--- src/rtl/uart_tx_cfg.sv ---
// UART transmitter with runtime frame format (data bits, parity, stop bits)
// and a small valid/ready input FIFO so words can be sent back-to-back.
//
// Ports:
//   clk, tx_rst_n       clock, synchronous active-low reset
//   tx_en               freezes FSM, tick counting and FIFO pop when low
//   din/din_valid       push interface, din_ready = FIFO not full
//   data_bits           data field length, clamped to 5..MAX_DATAWIDTH
//   parity_mode         00/11 none, 01 even, 10 odd
//   stop2               two stop bits when set
//   s_tick              oversampling tick, SB_TICK per bit
//   tx                  serial line, idle high, registered
//   tx_done/tx_busy     end-of-frame pulse / frame in progress
//   fifo_count          entries currently queued
module uart_tx_cfg #(
   parameter int MAX_DATAWIDTH = 9,
   parameter int SB_TICK       = 16,
   parameter int FIFO_DEPTH    = 4
) (
   input  logic                          clk,
   input  logic                          tx_rst_n,
   input  logic                          tx_en,
   input  logic [MAX_DATAWIDTH-1:0]      din,
   input  logic                          din_valid,
   output logic                          din_ready,
   input  logic [3:0]                    data_bits,
   input  logic [1:0]                    parity_mode,
   input  logic                          stop2,
   input  logic                          s_tick,
   output logic                          tx,
   output logic                          tx_done,
   output logic                          tx_busy,
   output logic [$clog2(FIFO_DEPTH):0]   fifo_count
);

   localparam int AW = $clog2(FIFO_DEPTH);
   localparam int TW = $clog2(2 * SB_TICK);
   localparam logic [TW-1:0] T1   = TW'(SB_TICK - 1);
   localparam logic [TW-1:0] T2   = TW'(2 * SB_TICK - 1);
   localparam logic [3:0]    NMAX = 4'(MAX_DATAWIDTH);
   localparam logic [AW:0]   FULL = (AW + 1)'(FIFO_DEPTH);

   typedef enum logic [2:0] {
      IDLE, START, DATA, PARITY, STOP
   } state_t;

   // FIFO
   logic [MAX_DATAWIDTH-1:0] mem_q [FIFO_DEPTH];
   logic [AW-1:0]            wr_q, rd_q;
   logic [AW:0]              cnt_q;
   logic                     push, pop;
   logic [MAX_DATAWIDTH-1:0] head;

   assign din_ready  = (cnt_q != FULL);
   assign push       = din_valid && din_ready;
   assign fifo_count = cnt_q;
   assign head       = mem_q[rd_q];

   always_ff @(posedge clk) begin
      if (!tx_rst_n) begin
         wr_q  <= '0;
         rd_q  <= '0;
         cnt_q <= '0;
      end else begin
         if (push) wr_q <= wr_q + 1'b1;
         if (pop)  rd_q <= rd_q + 1'b1;
         case ({push, pop})
            2'b10:   cnt_q <= cnt_q + 1'b1;
            2'b01:   cnt_q <= cnt_q - 1'b1;
            default: ;
         endcase
      end
   end

   always_ff @(posedge clk) begin
      if (push) mem_q[wr_q] <= din;
   end

   // Frame config of the head word, captured at pop
   logic [3:0] nb_clamp;
   logic       head_xor;

   always_comb begin
      if (data_bits < 4'd5)      nb_clamp = 4'd5;
      else if (data_bits > NMAX) nb_clamp = NMAX;
      else                       nb_clamp = data_bits;
   end

   // Parity covers only the bits actually sent
   always_comb begin
      head_xor = 1'b0;
      for (int i = 0; i < MAX_DATAWIDTH; i++) begin
         if (4'(i) < nb_clamp) head_xor = head_xor ^ head[i];
      end
   end

   // FSM
   state_t                   state_q, state_d;
   logic [TW-1:0]            tick_q, tick_d;
   logic [3:0]               bit_q, bit_d;
   logic [MAX_DATAWIDTH-1:0] sh_q, sh_d;
   logic [3:0]               nb_q, nb_d;
   logic                     pen_q, pen_d;
   logic                     pbit_q, pbit_d;
   logic                     s2_q, s2_d;
   logic                     tx_q, tx_d;
   logic                     done_q, done_d;
   logic                     busy_q, busy_d;

   always_comb begin
      state_d = state_q;
      tick_d  = tick_q;
      bit_d   = bit_q;
      sh_d    = sh_q;
      nb_d    = nb_q;
      pen_d   = pen_q;
      pbit_d  = pbit_q;
      s2_d    = s2_q;
      done_d  = 1'b0;
      pop     = 1'b0;
      if (tx_en) begin
         unique case (state_q)
            IDLE: begin
               if (cnt_q != '0) begin
                  pop     = 1'b1;
                  sh_d    = head;
                  tick_d  = '0;
                  bit_d   = '0;
                  nb_d    = nb_clamp;
                  pen_d   = (parity_mode == 2'b01) || (parity_mode == 2'b10);
                  pbit_d  = head_xor ^ (parity_mode == 2'b10);
                  s2_d    = stop2;
                  state_d = START;
               end
            end
            START: begin
               if (s_tick) begin
                  if (tick_q == T1) begin
                     tick_d  = '0;
                     state_d = DATA;
                  end else begin
                     tick_d = tick_q + 1'b1;
                  end
               end
            end
            DATA: begin
               if (s_tick) begin
                  if (tick_q == T1) begin
                     tick_d = '0;
                     if (bit_q == nb_q - 4'd1) begin
                        state_d = pen_q ? PARITY : STOP;
                     end else begin
                        bit_d = bit_q + 4'd1;
                        sh_d  = sh_q >> 1;
                     end
                  end else begin
                     tick_d = tick_q + 1'b1;
                  end
               end
            end
            PARITY: begin
               if (s_tick) begin
                  if (tick_q == T1) begin
                     tick_d  = '0;
                     state_d = STOP;
                  end else begin
                     tick_d = tick_q + 1'b1;
                  end
               end
            end
            STOP: begin
               if (s_tick) begin
                  if (tick_q == (s2_q ? T2 : T1)) begin
                     tick_d  = '0;
                     state_d = IDLE;
                     done_d  = 1'b1;
                  end else begin
                     tick_d = tick_q + 1'b1;
                  end
               end
            end
            default: ;
         endcase
      end

      // Line level follows the state being entered
      unique case (state_d)
         START:   tx_d = 1'b0;
         DATA:    tx_d = sh_d[0];
         PARITY:  tx_d = pbit_d;
         default: tx_d = 1'b1;
      endcase
      busy_d = (state_d != IDLE);
   end

   always_ff @(posedge clk) begin
      if (!tx_rst_n) begin
         state_q <= IDLE;
         tick_q  <= '0;
         bit_q   <= '0;
         sh_q    <= '0;
         nb_q    <= 4'd5;
         pen_q   <= 1'b0;
         pbit_q  <= 1'b0;
         s2_q    <= 1'b0;
         tx_q    <= 1'b1;
         done_q  <= 1'b0;
         busy_q  <= 1'b0;
      end else begin
         state_q <= state_d;
         tick_q  <= tick_d;
         bit_q   <= bit_d;
         sh_q    <= sh_d;
         nb_q    <= nb_d;
         pen_q   <= pen_d;
         pbit_q  <= pbit_d;
         s2_q    <= s2_d;
         tx_q    <= tx_d;
         done_q  <= done_d;
         busy_q  <= busy_d;
      end
   end

   assign tx      = tx_q;
   assign tx_done = done_q;
   assign tx_busy = busy_q;

endmodule

--- config.mk ---
export PLATFORM = sky130hd
export DESIGN_NAME = uart_tx_cfg
export DESIGN_NICKNAME = d
export VERILOG_FILES = /design/src/rtl/uart_tx_cfg.sv
export SDC_FILE = /design/constraint.sdc
export NUM_CORES = 1
export LEC_CHECK = 0
export BUFFER_PORTS_ARGS = -buffer_cell sky130_fd_sc_hd__buf_2
export CAP_MARGIN = 30
export CORE_UTILIZATION = 60
export DETAILED_ROUTE_END_ITERATION = 10
export GPL_TIMING_DRIVEN = 1
export PLACE_DENSITY = 0.79
export SKIP_CTS_REPAIR_TIMING = 1
export SYNTH_ARGS = -nofsm -noshare
export SYNTH_HDL_FRONTEND = slang
export SYNTH_SLANG_ARGS = --single-unit
export TNS_END_PERCENT = 20
--- constraint.sdc ---
create_clock -name clk -period 8.1 [get_ports clk]
set_input_delay 0.81 -clock clk [delete_from_list [all_inputs] [get_ports clk]]
set_output_delay 0.81 -clock clk [all_outputs]
set_load 0.05 [all_outputs]
Word level (Yosys, flattened, before mapping)
Memories as Yosys holds them, arrays and structs flattened. A register that Yosys moved wholly into a read port is not among the register bits.
Index checks and enable logic that the tools add are counted.
{"block": "totals", "register_bits": 38, "ram_bits": 36, "input_bits": 21, "output_inout_bits": 7, "elab_cells": 132, "mem_count": 1}
{"memory": "mem_q", "depth": 4, "word_bits": 9, "rd": 1, "rd_clocked_by_memory_dff": 1, "wr": 1, "line_no": "48", "source": "logic [MAX_DATAWIDTH-1:0] mem_q [FIFO_DEPTH];"}
{"block": "classes", "n_addsub": 7, "n_lt_le_gt_ge": 11, "n_eq_ne": 21, "mux": 55, "bitwise": 9, "reduce_logical": 13}
{"operator": "two-way mux 3 bit", "n": 12}
{"operator": "two-way mux 9 bit", "n": 4}
{"operator": "two-way mux 5 bit", "n": 6}
{"operator": "two-way mux 4 bit", "n": 6}
{"operator": "two-way mux 1 bit", "n": 19}
{"operator": "one-hot mux 9 bit (2 select lines)", "n": 1}
{"operator": "< comparator 3 x 4 -> 1 bit (first input constant)", "n": 4}
{"operator": "one-hot mux 3 bit (5 select lines)", "n": 1}
{"operator": "one-hot mux 5 bit (3 select lines)", "n": 1}
{"operator": "equality test 3 x 2 -> 1 bit (second input constant)", "n": 4}
{"operator": "inequality test 2 bit (second input constant)", "n": 5}
{"operator": "nonzero test 3 bit", "n": 3}
{"operator": "bitwise XOR 1 bit", "n": 9}
{"operator": "< comparator 1 x 4 -> 1 bit (first input constant)", "n": 2}
{"operator": "< comparator 2 x 4 -> 1 bit (first input constant)", "n": 2}
{"operator": "one-hot mux 4 bit (2 select lines)", "n": 1}
{"operator": "equality test 3 x 1 -> 1 bit (second input constant)", "n": 2}
{"operator": "one-hot mux 3 bit (2 select lines)", "n": 1}
{"operator": "AND reduction 6 bit", "n": 1}
{"operator": "adder 5 x 1 -> 5 bit (second input constant)", "n": 1}
{"operator": "equality test 5 x 4 -> 1 bit (second input constant)", "n": 1}
{"operator": "equality test 5 bit", "n": 1}
{"operator": "AND reduction 5 bit", "n": 1}
{"operator": "adder 2 x 1 -> 2 bit (second input constant)", "n": 2}
{"operator": "22 further kinds", "n": 26}

Logic depth before layout (Yosys ltp)
Gate-level depths: netlist of run 1.
{"block": "logic_depth", "word_depth": 26, "mapped_depth": 12, "ltp_nobuf": 10}

Worst setup path before layout of run 1
OpenSTA, ideal clock, no wires.
{"block": "synth_timing", "path_type": "reg-to-reg", "start": "reg cnt_q[2] (netlist: fifo_count[2])", "end": "reg cnt_q[2] (netlist: fifo_count[2])", "setup_ps": 70, "t_arrival_ps": 2876, "t_required_ps": 8030, "slack_ps": 5154, "path_stages_with_launch": 10, "n_path_buf": 0, "period_less_slack_ps": 2946, "cell_sequence": "dfxtp_1 nand3_1 and2_1 inv_1 ha_1 inv_1 fa_1 xor2_1 or3_1 a21oi_1"}
{"block": "synth_between", "word_cells_on_any_way": 12, "classes_between": "add/sub (2); eq/ne (3); mux (4); reduce/logical (3)"}
{"element": "start, declared", "line_no": "50", "source": "logic [AW:0] cnt_q;"}
{"element": "start signal, assigned", "line_no": "68", "source": "2'b10: cnt_q <= cnt_q + 1'b1;"}
{"element": "start signal, assigned", "line_no": "69", "source": "2'b01: cnt_q <= cnt_q - 1'b1;"}
{"element": "inequality test 3 bit (*)", "line_no": "54", "source": "assign din_ready = (cnt_q != FULL);"}
{"element": "named net din_ready", "line_no": "25", "source": "output logic din_ready,"}
{"element": "logical AND 1 bit (*)", "line_no": "55", "source": "assign push = din_valid && din_ready;"}
{"element": "equality test 2 x 1 -> 1 bit / equality test 2 bit (equally long branches)", "line_no": "67", "source": "case ({push, pop})"}
{"element": "one-hot mux 3 bit (2 select lines) / nonzero test 2 bit (equally long branches)"}
Mark *: on every way through the listed nets, which the timed path passes. The rest lies on a longest branch.
A chain may end at the register's enable or synchronous reset.

Worst setup path after layout of run 1
{"block": "layout_timing", "start": "reg state_q[0]", "end": "reg cnt_q[2] (netlist: fifo_count[2])"}
{"block": "layout_between", "elab_chain_cells": 5, "word_cells_on_any_way": 7, "classes_between": "eq/ne (2); mux (3); reduce/logical (2)"}
{"element": "start, declared", "line_no": "98", "source": "state_t state_q, state_d;"}
{"element": "start signal, assigned", "line_no": "210", "source": "state_q <= state_d;"}
{"element": "zero test 3 bit (*)", "line_no": "122", "source": "unique case (state_q)"}
{"element": "two-way mux 1 bit (*)", "line_no": "122"}
{"element": "two-way mux 1 bit (*)", "line_no": "121", "source": "if (tx_en) begin"}
{"element": "equality test 2 x 1 -> 1 bit / equality test 2 bit (equally long branches)", "line_no": "67"}
{"element": "one-hot mux 3 bit (2 select lines) / nonzero test 2 bit (equally long branches)"}
Every way passes the cells marked *; elsewhere a longest branch is shown, timed or not.

==> results of run 1 <==
## layout make-up
cell class	count	area [sq um]
clock buffers	9	124
clock inverters	7	92.6
fillers	411	1700
inverters	16	61.3
multi-input cells	199	1490
flip-flops and latches	76	1880
well taps	72	90.1
repair buffers	27	135
## routing by layer
metal | up-vias | GRT usage, % | routed length, um
met5 | - | 0 | 0
met4 | 0 | 8.15 | 55
met3 | 7 | 3.37 | 236
met2 | 62 | 37.2 | 3110
met1 | 1120 | 31.2 | 3040
li1 | 1152 | - | -
## where the power goes
part	switching, uW	leakage, uW	internal (uW)
Sequential	47.5	0.000657	467
Clock	153	0.000109	151
Combinational	251	0.000697	180
Total	451	0.00146	798
## placed cells by master (no fill, tap or decap), types with 6 or more instances in the layout
cell and instances:
a211oi_1 11, a21oi_1 12, a22oi_1 7, and3_1 8, buf_2 27, clkbuf_8 9
dfxtp_1 40, edfxtp_1 36, ha_1 11, inv_1 14, mux4_1 7, nand2_1 18
nand3_1 7, nor2_1 39, nor3_1 6, o21ai_0 8, xnor2_1 10, xor2_1 10
## sequential cells by signal, summed over array words and instances, names as in the netlist, named ones only
register	count
nb_q	4
pbit_q	1
tx_done	1
sh_q	9
tx	1
fifo_count	3
s2_q	1
bit_q	4
mem_q	36
wr_q	2
state_q	3
tick_q	5
pen_q	1
rd_q	2
tx_busy	1
## critical path, delay by kind of cell (launching register included)
| kind | cells | cell delay (ns) |
|---|---|---|
| AOI/OAI and AO/OA | 1 | 0.17 |
| xor gates and xnor gates | 1 | 0.15 |
| adders and majority gates | 2 | 0.60 |
| buffers and inverters | 2 | 0.33 |
| DFF | 1 | 0.37 |
| and+or+nand+nor | 4 | 1.44 |
## stage by stage
| step | total power, uW | hold WS [ns] | cell area (sq um) | setup slack [ns] |
|---|---|---|---|---|
| after floorplan | 863 | 0.446 | 3500 | 5.15 |
| after global placement | 932 | 0.457 | 3660 | 5.13 |
| after detailed placement | 950 | 0.470 | 3660 | 5.00 |
| after CTS | 1250 | 0.482 | 3870 | 4.95 |
| after global routing | 1320 | 0.504 | 3870 | 4.75 |
| final | 1250 | 0.478 | 3870 | 4.95 |
## how the worst max path moves through the flow
stage	start	end	cells past startpoint
detailed placement	state_q[0]	fifo_count[2]	10
CTS	state_q[0]	fifo_count[2]	10
global placement	state_q[0]	fifo_count[2]	10
global route	state_q[0]	fifo_count[2]	10
floorplan	fifo_count[2]	fifo_count[2]	9
finish	state_q[0]	fifo_count[2]	10
## cells by family after synthesis
kind of cell,after synthesis
buffers and inverters,26
xor gates and xnor gates,23
DFF,76
adders and majority gates,12
AOI/OAI and AO/OA,56
muxes,11
and+or+nand+nor,97
==> results.tsv, run 1 <==
stage	metric	value	unit
critical_path	highest_cell_delay_on_the_worst_timing_path	0.50	ns
placement	numPlacedInstances	390	
yosys	seq_area_frac_synth	53.8	%
power	leakage	0.00146	uW
critical_path	crit_path_max_fanout	17	
worst_hold_path	whs_path_depth	2	
yosys	ys_ff_latch	76	
yosys	post_synth.cell_area_avg	11.6	sq um
floorplan	initial_core_util	62.8	%
timing	worst_slew_pin_slew	0.633	ns
critical_path	crit_arrival	3.41	ns
critical_path	worst_r2r_path_depth	10	
timing	setup-violations-final	0	
yosys	synth_cell_type_count	54	
route	drtAntennaViolNets	0	
yosys	postSynth.asyncResetShare	0	%
clock_tree	clock_path_buffers	2	
route	dr.pass1.iters	4	
timing	maxSlewHeadroom	57.7	%
yosys	syn_inst	301	
placement	gp_routability_congestion	0.902	
yosys	yosys_warnings	0	
clock_tree	clk_pin_slew_worst_paths	0.08	ns
placement	dp.final_hpwl	4.59	mm
route	drt_iter0_drc	192	
route	routed_wl	6.45	mm
floorplan	floorplan.die.width	78.4	um
critical_path	crit_path_cell_trace	or2_2, nor3_2, nand2_1, clkinv_2, ha_1, inv_1, fa_1, xor2_1, or3_1, a21oi_1	
floorplan	core.rowCount	27	
yosys	ys_top_cells_by_area	edfxtp_1 31%, dfxtp_1 23%, mux4_1 5.3%	
global_routing	grt_antenna_before_repair	0	
yosys	synth_top_cells_by_count	40 x dfxtp_1, 39 x nor2_1, 36 x edfxtp_1, 18 x nand2_1, 14 x inv_1	
final_layout	diodes	0	
yosys	multiplexer_share_of_the_synthesized_area	7.11	%
floorplan	boundaryPins	28	
clock_tree	ctsHtreeMaxLevel	3	
yosys	synth_xor_area_share	6.79	%
floorplan	die_y	78.4	um
global_routing	global_route.usage.total	22.8	%
route	detailed_route_vias_per_instance	5.77	
yosys	synthSimpleGateAreaFrac	13.3	%
clock_tree	clkLatencyLatePin	0.34	ns
clock_tree	tritoncts.num_buffers	9	
yosys	synth_top_area_share	30.9	%
yosys	synth-compound-area-share	10.9	%
final_layout	fin_util	69.5	%
critical_path	reg2reg_setup_slack	4.95	ns
status	outcome	finished clean	
yosys	synthFlopType	dfxtp_1	
critical_path	worstReg2RegStart	state_q[0]	
final_layout	finish.net_count	362	
job	drv.max_cap_violation_count	0	
yosys	cell_area_after_synthesis	3500	sq um
floorplan	floorplan.core_area	5570	sq um
yosys	yosys.area_share.adder	4.50	%
worst_hold_path	hold_start	nb_q[3]	
worst_hold_path	hold-path-endpoint	nb_q[3]	
critical_path	r2r_end	fifo_count[2]	
clock_tree	cts_num_sinks	76	
timing	final_max_slew_viol_count	0	
route	remaining_drc_errors	0	
route	routed-via-count	2341	
yosys	synth_top_family_by_area	simple AND/OR/NAND/NOR gates	
yosys	yosysMostFrequentCell	dfxtp_1	
yosys	synth_enable_flop_cells	36	
timing	layout_worst_path_cycle_share	38.9	%
global_routing	grt.overflow.total	0	
timing	setup_repair_after_global_routing_missed_its_margin	no	
critical_path	setup.worst_path.end_class	register	
floorplan	floorplan.die_area	6140	sq um
timing	worst_clock_skew	0.00830	ns
global_routing	global_route_wire_length_before_repair	10.5	mm
final_layout	share_of_post_route_cells_with_drive_strength_above_1	16.2	%
worst_hold_path	hp-class	reg -> reg	
timing	fmax	318	MHz
yosys	synth.net_count	334	
critical_path	critPathLaunchType	register	
power	power_per_cell_area	322	nW/um^2
placement	io_buffers	27	
clock_tree	root_buffer	clkbuf_8	
route	routedWlPerCell	15.9	um
global_routing	first_global_vias	2194	
power	peakVddDrop	177	uV
timing	final-hold-violation-count	0	
final_layout	area.growth.synth_to_final	10.7	%
critical_path	timing.setup.critical_path_class	reg -> reg	
final_layout	finalNonFillerCells	406	
critical_path	crit_required	8.36	ns
global_routing	largest_net_degree_at_the_start_of_global_routing	29	
timing	period_needed	3.15	ns
clock_tree	tritoncts	built	
critical_path	cell_at_the_slowest_stage_of_the_critical_path	nor3_2	
timing	setup-tns-final	0	ns
yosys	yosysTopAreaCell	edfxtp_1	
Power figures use the tool's default switching activity.
==> run 2: changes to the inputs <==
Settings changed: CORE_UTILIZATION 60 to 53, PLACE_DENSITY 0.79 to 0.74.
Clock period 8.1 ns to 2.6 ns, I/O delays scaled along.
==> run 2 against run 1 <==
Against the previous run:
- count of clock-buffer cells in the layout is the same
- non-clock buffer count up 8
- register-to-register slack worse by 4.7 ns
- critical endpoint unchanged
- largest cell class unchanged
- highest routed layer unchanged
==> results.tsv, run 2 (synthesis gave the netlist of run 1 again) <==
stage	metric	value	unit	change
status	outcome	finished clean		unchanged
timing	final-hold-violation-count	0		unchanged
power	share_clk_of_total_power	21.8	%	was 24.3%
final_layout	final_cell_mix	39 x nor2_1, 37 x dfxtp_1, 36 x edfxtp_1		was 40 x dfxtp_1, 39 x nor2_1, 36 x edfxtp_1
final_layout	share_of_post_route_cells_with_drive_strength_above_1	19.6	%	was 16.2%
clock_tree	tritoncts.num_buffers	9		unchanged
global_routing	largest_net_degree_at_the_start_of_global_routing	29		unchanged
route	routed_wl	6.45	mm	about the same
timing	layout_worst_path_cycle_share	91.4	%	was 38.9%
floorplan	initial_core_util	55.1	%	was 62.8%
global_routing	first_global_vias	2328		was 2194
clock_tree	clk_pin_slew_worst_paths	0.09	ns	was 0.08 ns
power	sw_frac_of_total	36.5	%	was 36.1%
critical_path	setup.worst_path.end_class	register		unchanged
route	dr.pass1.iters	4		unchanged
critical_path	critPathLaunchType	register		unchanged
route	detailed_route_vias_per_instance	5.67		was 5.77
route	drt_iter0_drc	141		was 192
route	routed-via-count	2375		was 2341
final_layout	finish.net_count	370		was 362
job	drv.max_cap_violation_count	0		unchanged
global_routing	grt.overflow.total	0		unchanged
timing	final_max_slew_viol_count	0		unchanged
floorplan	floorplan.die_area	6930	sq um	was 6140 sq um
power	fraction_of_power_consumed_by_sequential_logic	40.6	%	was 41.2%
global_routing	grt_antenna_before_repair	0		unchanged
final_layout	diodes	0		unchanged
clock_tree	ctsHtreeMaxLevel	3		unchanged
clock_tree	clkLatencyLatePin	0.35	ns	was 0.34 ns
power	total_switching_power	1420	uW	was 451 uW
final_layout	area.growth.synth_to_final	12.7	%	was 10.7%
route	routedWlPerCell	15.4	um	was 15.9 um
power	comb_power_share	37.6	%	was 34.5%
floorplan	boundaryPins	28		unchanged
floorplan	core.rowCount	29		was 27
timing	worst_clock_skew	0.0106	ns	was 0.00830 ns
route	remaining_drc_errors	0		unchanged
timing	maxSlewHeadroom	65.4	%	was 57.7%
timing	worst_slew_pin_slew	0.519	ns	was 0.633 ns
power	power_per_cell_area	984	nW/um^2	was 322 nW/um^2
route	wirelength_met1	3.07	mm	was 3.04 mm
route	met3WireLength	217	um	was 236 um
floorplan	floorplan.core_area	6350	sq um	was 5570 sq um
worst_hold_path	hp-class	in -> reg		was reg -> reg
timing	setup-violations-final	0		unchanged
critical_path	timing.setup.critical_path_class	reg -> reg		unchanged
placement	gp_routability_congestion	0.879		was 0.902
timing	period_needed	2.38	ns	was 3.15 ns
critical_path	crit_path_max_fanout	7		was 17
route	routed.top_layer	met4		unchanged
global_routing	global_route.usage.total	20.4	%	was 22.8%
clock_tree	root_buffer	clkbuf_8		unchanged
clock_tree	tritoncts	built		unchanged
floorplan	die_y	83.3	um	was 78.4 um
critical_path	crit_arrival	2.65	ns	was 3.41 ns
power	power.internal	2470	uW	was 798 uW
placement	io_buffers	27		unchanged
final_layout	registers_with_the_most_flip_flops	mem_q: 36 flops, sh_q: 9 flops, tick_q: 5 flops		unchanged
critical_path	crit_required	2.87	ns	was 8.36 ns
timing	setup-tns-final	0	ns	unchanged
placement	dp.final_hpwl	4.60	mm	was 4.59 mm
power	peakVddDrop	465	uV	was 177 uV
clock_tree	cts_num_sinks	76		unchanged
timing	fmax	421	MHz	was 318 MHz
route	drtAntennaViolNets	0		unchanged
clock_tree	clock_path_buffers	2		unchanged
power	leakage	0.00149	uW	was 0.00146 uW
floorplan	floorplan.die.width	83.3	um	was 78.4 um
final_layout	largest_register_ff_count	36		unchanged
global_routing	global_route_wire_length_before_repair	11.0	mm	was 10.5 mm
final_layout	registers.top_by_ff_count	mem_q		unchanged
route	wl_met2	3.07	mm	was 3.11 mm
final_layout	layout_commonest_cell	nor2_1		was dfxtp_1
final_layout	fin_util	62.1	%	was 69.5%
-- run 2: cell types whose count changed in the layout (fill, tap and decap cells not counted), sizes merged --
| cell | change |
|---|---|
| buf | +8 |
| clkinvlp | +1 |
| bufinv | -1 |
-- run 2: final timing paths --
kind / slack, ns / endpoint / depth (start not counted) / startpoint
max: 0.22 / fifo_count[2] / 10 / state_q[1]
min: 0.12 / mem_q[0][5] / 1 / din[5]
max reg2reg: 0.22 / fifo_count[2] / 10 / state_q[1]
min reg2reg: 0.48 / nb_q[3] / 2 / nb_q[3]
-- run 2: cell type report --
cell class                 instances  area (sq um)
clock inverter                     7          57.6
tap                               77          96.3
multi-input combinational        199          1510
inverter                          16          65.1
fill                             518          2400
clock buffer                       9           124
sequential                        76          1890
timing repair buffer              35           208
-- run 2: through the flow --
step | worst slack (ns) | power, uW | hold slack, ns | instances | cell area (sq um)
5_1_grt | -0.000358 | 4120 | 0.0964 | 419 | 3950
4_1_cts | 0.230 | 3900 | 0.103 | 419 | 3940
6_report | 0.222 | 3880 | 0.117 | 419 | 3950
3_3_place_gp | 0.339 | 3010 | 0.466 | 403 | 3760
3_5_place_dp | 0.250 | 3060 | 0.473 | 403 | 3760
2_1_floorplan | 0.0415 | 2720 | 0.359 | 301 | 3530
-- run 2: routing by layer --
layer | GRT usage (%) | vias to the layer above
li1 | - | 1177
met1 | 27.1 | 1144
met2 | 32.9 | 43
met3 | 4.77 | 11
met4 | 7.05 | 0
met5 | 0 | -
-- run 2: power groups by stage --
stage	Sequential [uW]	Clock, uW	Combinational, uW
detailed placement	1600	0	1450
finish	1580	844	1460
global route	1600	924	1600
floorplan	1670	0	1050
global placement	1600	0	1410
CTS	1580	865	1460
-- run 2: critical path, cell delays in order (launching register included) --
cell	delay [ns]
dfxtp_1	0.37
or2_4	0.27
nor3_4	0.20
nand2_2	0.15
clkinv_4	0.07
ha_1	0.17
inv_1	0.06
fa_1	0.38
xor2_1	0.16
or3_1	0.32
a21oi_1	0.14
==> run 3: changes to the inputs <==
--- a/config.mk
+++ b/config.mk
@@ -7,8 +7,9 @@
 export LEC_CHECK = 0
+export ABC_AREA = 1
 export BUFFER_PORTS_ARGS = -buffer_cell sky130_fd_sc_hd__buf_2
 export CAP_MARGIN = 30
-export CORE_UTILIZATION = 53
+export CORE_UTILIZATION = 54
 export DETAILED_ROUTE_END_ITERATION = 10
 export GPL_TIMING_DRIVEN = 1
-export PLACE_DENSITY = 0.74
+export PLACE_DENSITY = 0.75
 export SKIP_CTS_REPAIR_TIMING = 1
==> constraint.sdc (replaced) <==
create_clock -name clk -period 2.6 [get_ports clk]
set_input_delay 0.13 -clock clk [delete_from_list [all_inputs] [get_ports clk]]
set_output_delay 0.13 -clock clk [all_outputs]
set_load 0.05 [all_outputs]
==> run 3 against run 2 <==
Against the previous run:
- setup slack gained 0.18 ns
- synthesized cell count rose by 55%
- flip-flop and latch count is the same
- via count grew 34%
- register-to-register slack improved by 0.18 ns
- highest routed layer unchanged
==> results.tsv, run 3 <==
stage	metric	value	unit	change
floorplan	floorplan.die_area	7440	sq um	was 6930 sq um
clock_tree	root_buffer	clkbuf_8		unchanged
placement	io_buffers	27		unchanged
global_routing	grt_most_used_layer	met2		unchanged
global_routing	global_route.usage.total	22.6	%	was 20.4%
power	leakage	0.00183	uW	was 0.00149 uW
yosys	postSynth.asyncResetShare	0	%	unchanged
yosys	ys_ff_latch	76		unchanged
global_routing	grtUsageMet2	36.3	%	was 32.9%
timing	timing.final.ws_setup	0.401	ns	was 0.222 ns
final_layout	finish.net_count	545		was 370
clock_tree	tritoncts.num_buffers	9		unchanged
timing	hold-worst-slack	0.0178	ns	was 0.117 ns
power	power_per_cell_area	697	nW/um^2	was 984 nW/um^2
yosys	yosysTopAreaCell	edfxtp_1		unchanged
route	routed_wl	7.84	mm	was 6.45 mm
global_routing	grt.met3_usage	4.67	%	was 4.77%
clock_tree	tritoncts	built		unchanged
timing	setup-violations-final	0		unchanged
clock_tree	clock_path_buffers	2		unchanged
status	outcome	finished clean		unchanged
route	detailed_route_vias_per_instance	5.18		was 5.67
yosys	synth_top_area_share	28.2	%	was 30.9%
yosys	yosys_warnings	0		unchanged
timing	final-hold-violation-count	0		unchanged
yosys	synth_top_cells_by_count	127 x nand2_1, 48 x inv_1, 42 x nand3_1, 40 x dfxtp_1, 36 x edfxtp_1		was 40 x dfxtp_1, 39 x nor2_1, 36 x edfxtp_1, 18 x nand2_1, 14 x inv_1
worst_hold_path	hp-class	in -> reg		unchanged
final_layout	diodes	0		unchanged
critical_path	timing.critical_path.max_delay_family	simple AND/OR/NAND/NOR gates		unchanged
final_layout	share_of_post_route_cells_with_drive_strength_above_1	16.6	%	was 19.6%
yosys	synth.net_count	501		was 334
critical_path	crit_path_cell_trace	nor2_1, nand2_1, nor2_4, inv_2, nor2_4, ha_1, inv_1, fa_1, a21oi_1, o21ai_0, o21ai_0, a21oi_1		was or2_4, nor3_4, nand2_2, clkinv_4, ha_1, inv_1, fa_1, xor2_1, or3_1, a21oi_1
placement	dp.final_hpwl	5.40	mm	was 4.60 mm
timing	layout_worst_path_cycle_share	84.6	%	was 91.4%
route	remaining_drc_errors	0		unchanged
critical_path	crit_required	2.85	ns	was 2.87 ns
critical_path	timing.setup.critical_path_class	reg -> reg		unchanged
clock_tree	ctsHtreeMaxLevel	3		unchanged
power	design_power_total	3030	uW	was 3880 uW
timing	setup_repair_after_global_routing_missed_its_margin	no		
floorplan	boundaryPins	28		unchanged
final_layout	largest_register_ff_count	36		unchanged
critical_path	crit_path_max_fanout	8		was 7
final_layout	registers.top_by_ff_count	mem_q		unchanged
critical_path	highest_cell_delay_on_the_worst_timing_path	0.38	ns	about the same
route	drt_iter0_drc	185		was 141
route	routed-via-count	3176		was 2375
final_layout	area.growth.synth_to_final	13.5	%	was 12.7%
critical_path	setup.worst_path.end_class	register		unchanged
critical_path	crit_arrival	2.45	ns	was 2.65 ns
placement	placement.setup.worst_slack	0.434	ns	was 0.250 ns
final_layout	layout_commonest_cell	nand2_1		was nor2_1
global_routing	grt_antenna_before_repair	0		unchanged
job	drv.max_cap_violation_count	0		unchanged
yosys	syn_inst	468		was 301
floorplan	initial_core_util	56.1	%	was 55.1%
timing	worst_slew_pin_slew	0.583	ns	was 0.519 ns
floorplan	floorplan.die.width	86.3	um	was 83.3 um
final_layout	fin_util	63.7	%	was 62.1%
power	peakVddDrop	446	uV	was 465 uV
timing	fmax	455	MHz	was 421 MHz
global_routing	grtUsageMet1	29.5	%	was 27.1%
yosys	ys_top_cells_by_area	edfxtp_1 28%, dfxtp_1 21%, nand2_1 12%		was edfxtp_1 31%, dfxtp_1 23%, mux4_1 5.3%
clock_tree	cts_num_sinks	76		unchanged
floorplan	floorplan.core_area	6830	sq um	was 6350 sq um
route	drtAntennaViolNets	0		unchanged
clock_tree	clkLatencyLatePin	0.36	ns	was 0.35 ns
global_routing	first_global_vias	2947		was 2328
yosys	yosysMostFrequentCell	nand2_1		was dfxtp_1
yosys	synth_cell_type_count	37		was 54
timing	maxSlewHeadroom	60.8	%	was 65.4%
yosys	synthFlopType	dfxtp_1		unchanged
worst_hold_path	whs_path_depth	3		was 1
final_layout	final_cell_mix	127 x nand2_1, 48 x inv_1, 41 x nand3_1		was 39 x nor2_1, 37 x dfxtp_1, 36 x edfxtp_1
yosys	post_synth.cell_area_avg	8.19	sq um	was 11.6 sq um
floorplan	die_y	86.3	um	was 83.3 um
timing	final_max_slew_viol_count	0		unchanged
critical_path	worst_r2r_path_depth	12		was 10
route	routedWlPerCell	12.8	um	was 15.4 um
yosys	cell_area_after_synthesis	3830	sq um	was 3500 sq um
yosys	synth_enable_flop_cells	36		unchanged
critical_path	cell_at_the_slowest_stage_of_the_critical_path	fa_1		unchanged
global_routing	grt.overflow.total	0		unchanged
critical_path	worst-path-buf-inv	2		unchanged
floorplan	core.rowCount	30		was 29
timing	period_needed	2.20	ns	was 2.38 ns
final_layout	nFillCells	597		was 518
final_layout	registers_with_the_most_flip_flops	mem_q: 36 flops, sh_q: 9 flops, tick_q: 5 flops		unchanged
route	dr.pass1.iters	5		was 4
yosys	seq_area_frac_synth	49.1	%	was 53.8%
global_routing	largest_net_degree_at_the_start_of_global_routing	20		was 29
timing	worst_clock_skew	0.0131	ns	was 0.0106 ns
global_routing	global_route_wire_length_before_repair	12.8	mm	was 11.0 mm
critical_path	critical_path_depth	12		was 10
placement	gp_routability_congestion	0.886		was 0.879
critical_path	critPathLaunchType	register		unchanged
timing	setup-tns-final	0	ns	unchanged
clock_tree	clk_pin_slew_worst_paths	0.09	ns	about the same
[run 3: cell count changes in the layout (fill, tap and decap cells not counted), sizes merged, moves of 6 or more]
cell | previous run | this run
a21oi | 12 | 25
xnor2 | 11 | 4
xor2 | 10 | 1
and3 | 8 | 0
inv | 19 | 64
nor3 | 8 | 2
mux4 | 9 | 0
a211oi | 12 | 3
a22oi | 7 | 0
nand2 | 18 | 138
nand3 | 7 | 49
dlygate4sd3 | 0 | 9
o21ai | 9 | 30
a31oi | 0 | 6
[run 3: logic make-up after synthesis]
| family | Yosys count | synth area share, % |
|---|---|---|
| and+or+nand+nor | 236 | 27.8 |
| DFF | 76 | 49.1 |
| buffers and inverters | 70 | 7.83 |
| AOI/OAI and AO/OA | 69 | 10.0 |
| adders and majority gates | 12 | 4.11 |
| xor gates and xnor gates | 5 | 1.14 |
[run 3: final cells by class]
type,count,area [sq um],area share (%)
clock inverters,7,63.8,1.47
inverters,59,221,5.09
flip-flops and latches,76,1880,43.2
repair buffers,44,285,6.55
well taps,96,120,2.76
clock buffers,9,124,2.85
multi-input cells,322,1660,38.1
[run 3: power by group]
part | internal, uW | switching [uW] | total, uW
Combinational | 247 | 512 | 759
Clock | 372 | 497 | 868
Sequential | 1350 | 57.5 | 1410
[run 3: final timing paths]
path                    from       endpoint  slack (ns)
setup reg to reg  state_q[0]  fifo_count[2]        0.40
hold reg to reg      rd_q[1]        rd_q[1]        0.47
setup / recovery  state_q[0]  fifo_count[2]        0.40
hold / removal         stop2           s2_q        0.02
[run 3: worst register-to-register path: stages, from the launching register on]
cell	delay, ns
dfxtp_1	0.34
nor2_1	0.16
nand2_1	0.11
nor2_4	0.23
inv_2	0.10
nor2_4	0.10
ha_1	0.15
inv_1	0.07
fa_1	0.38
a21oi_1	0.14
o21ai_0	0.11
o21ai_0	0.16
a21oi_1	0.06
[run 3: per-layer routing]
layer | vias up | routed length (um) | part of all wire [%]
met5 | - | 0 | 0
met4 | 0 | 139 | 1.8
met3 | 14 | 376 | 4.8
met2 | 68 | 3740 | 48
met1 | 1465 | 3590 | 46
li1 | 1629 | - | -
[run 3: per-stage QoR]
step	instances	area, sq um
floorplan	468	3840
global placement	588	4080
detailed placement	588	4080
CTS	604	4260
global route	613	4350
finish	613	4350
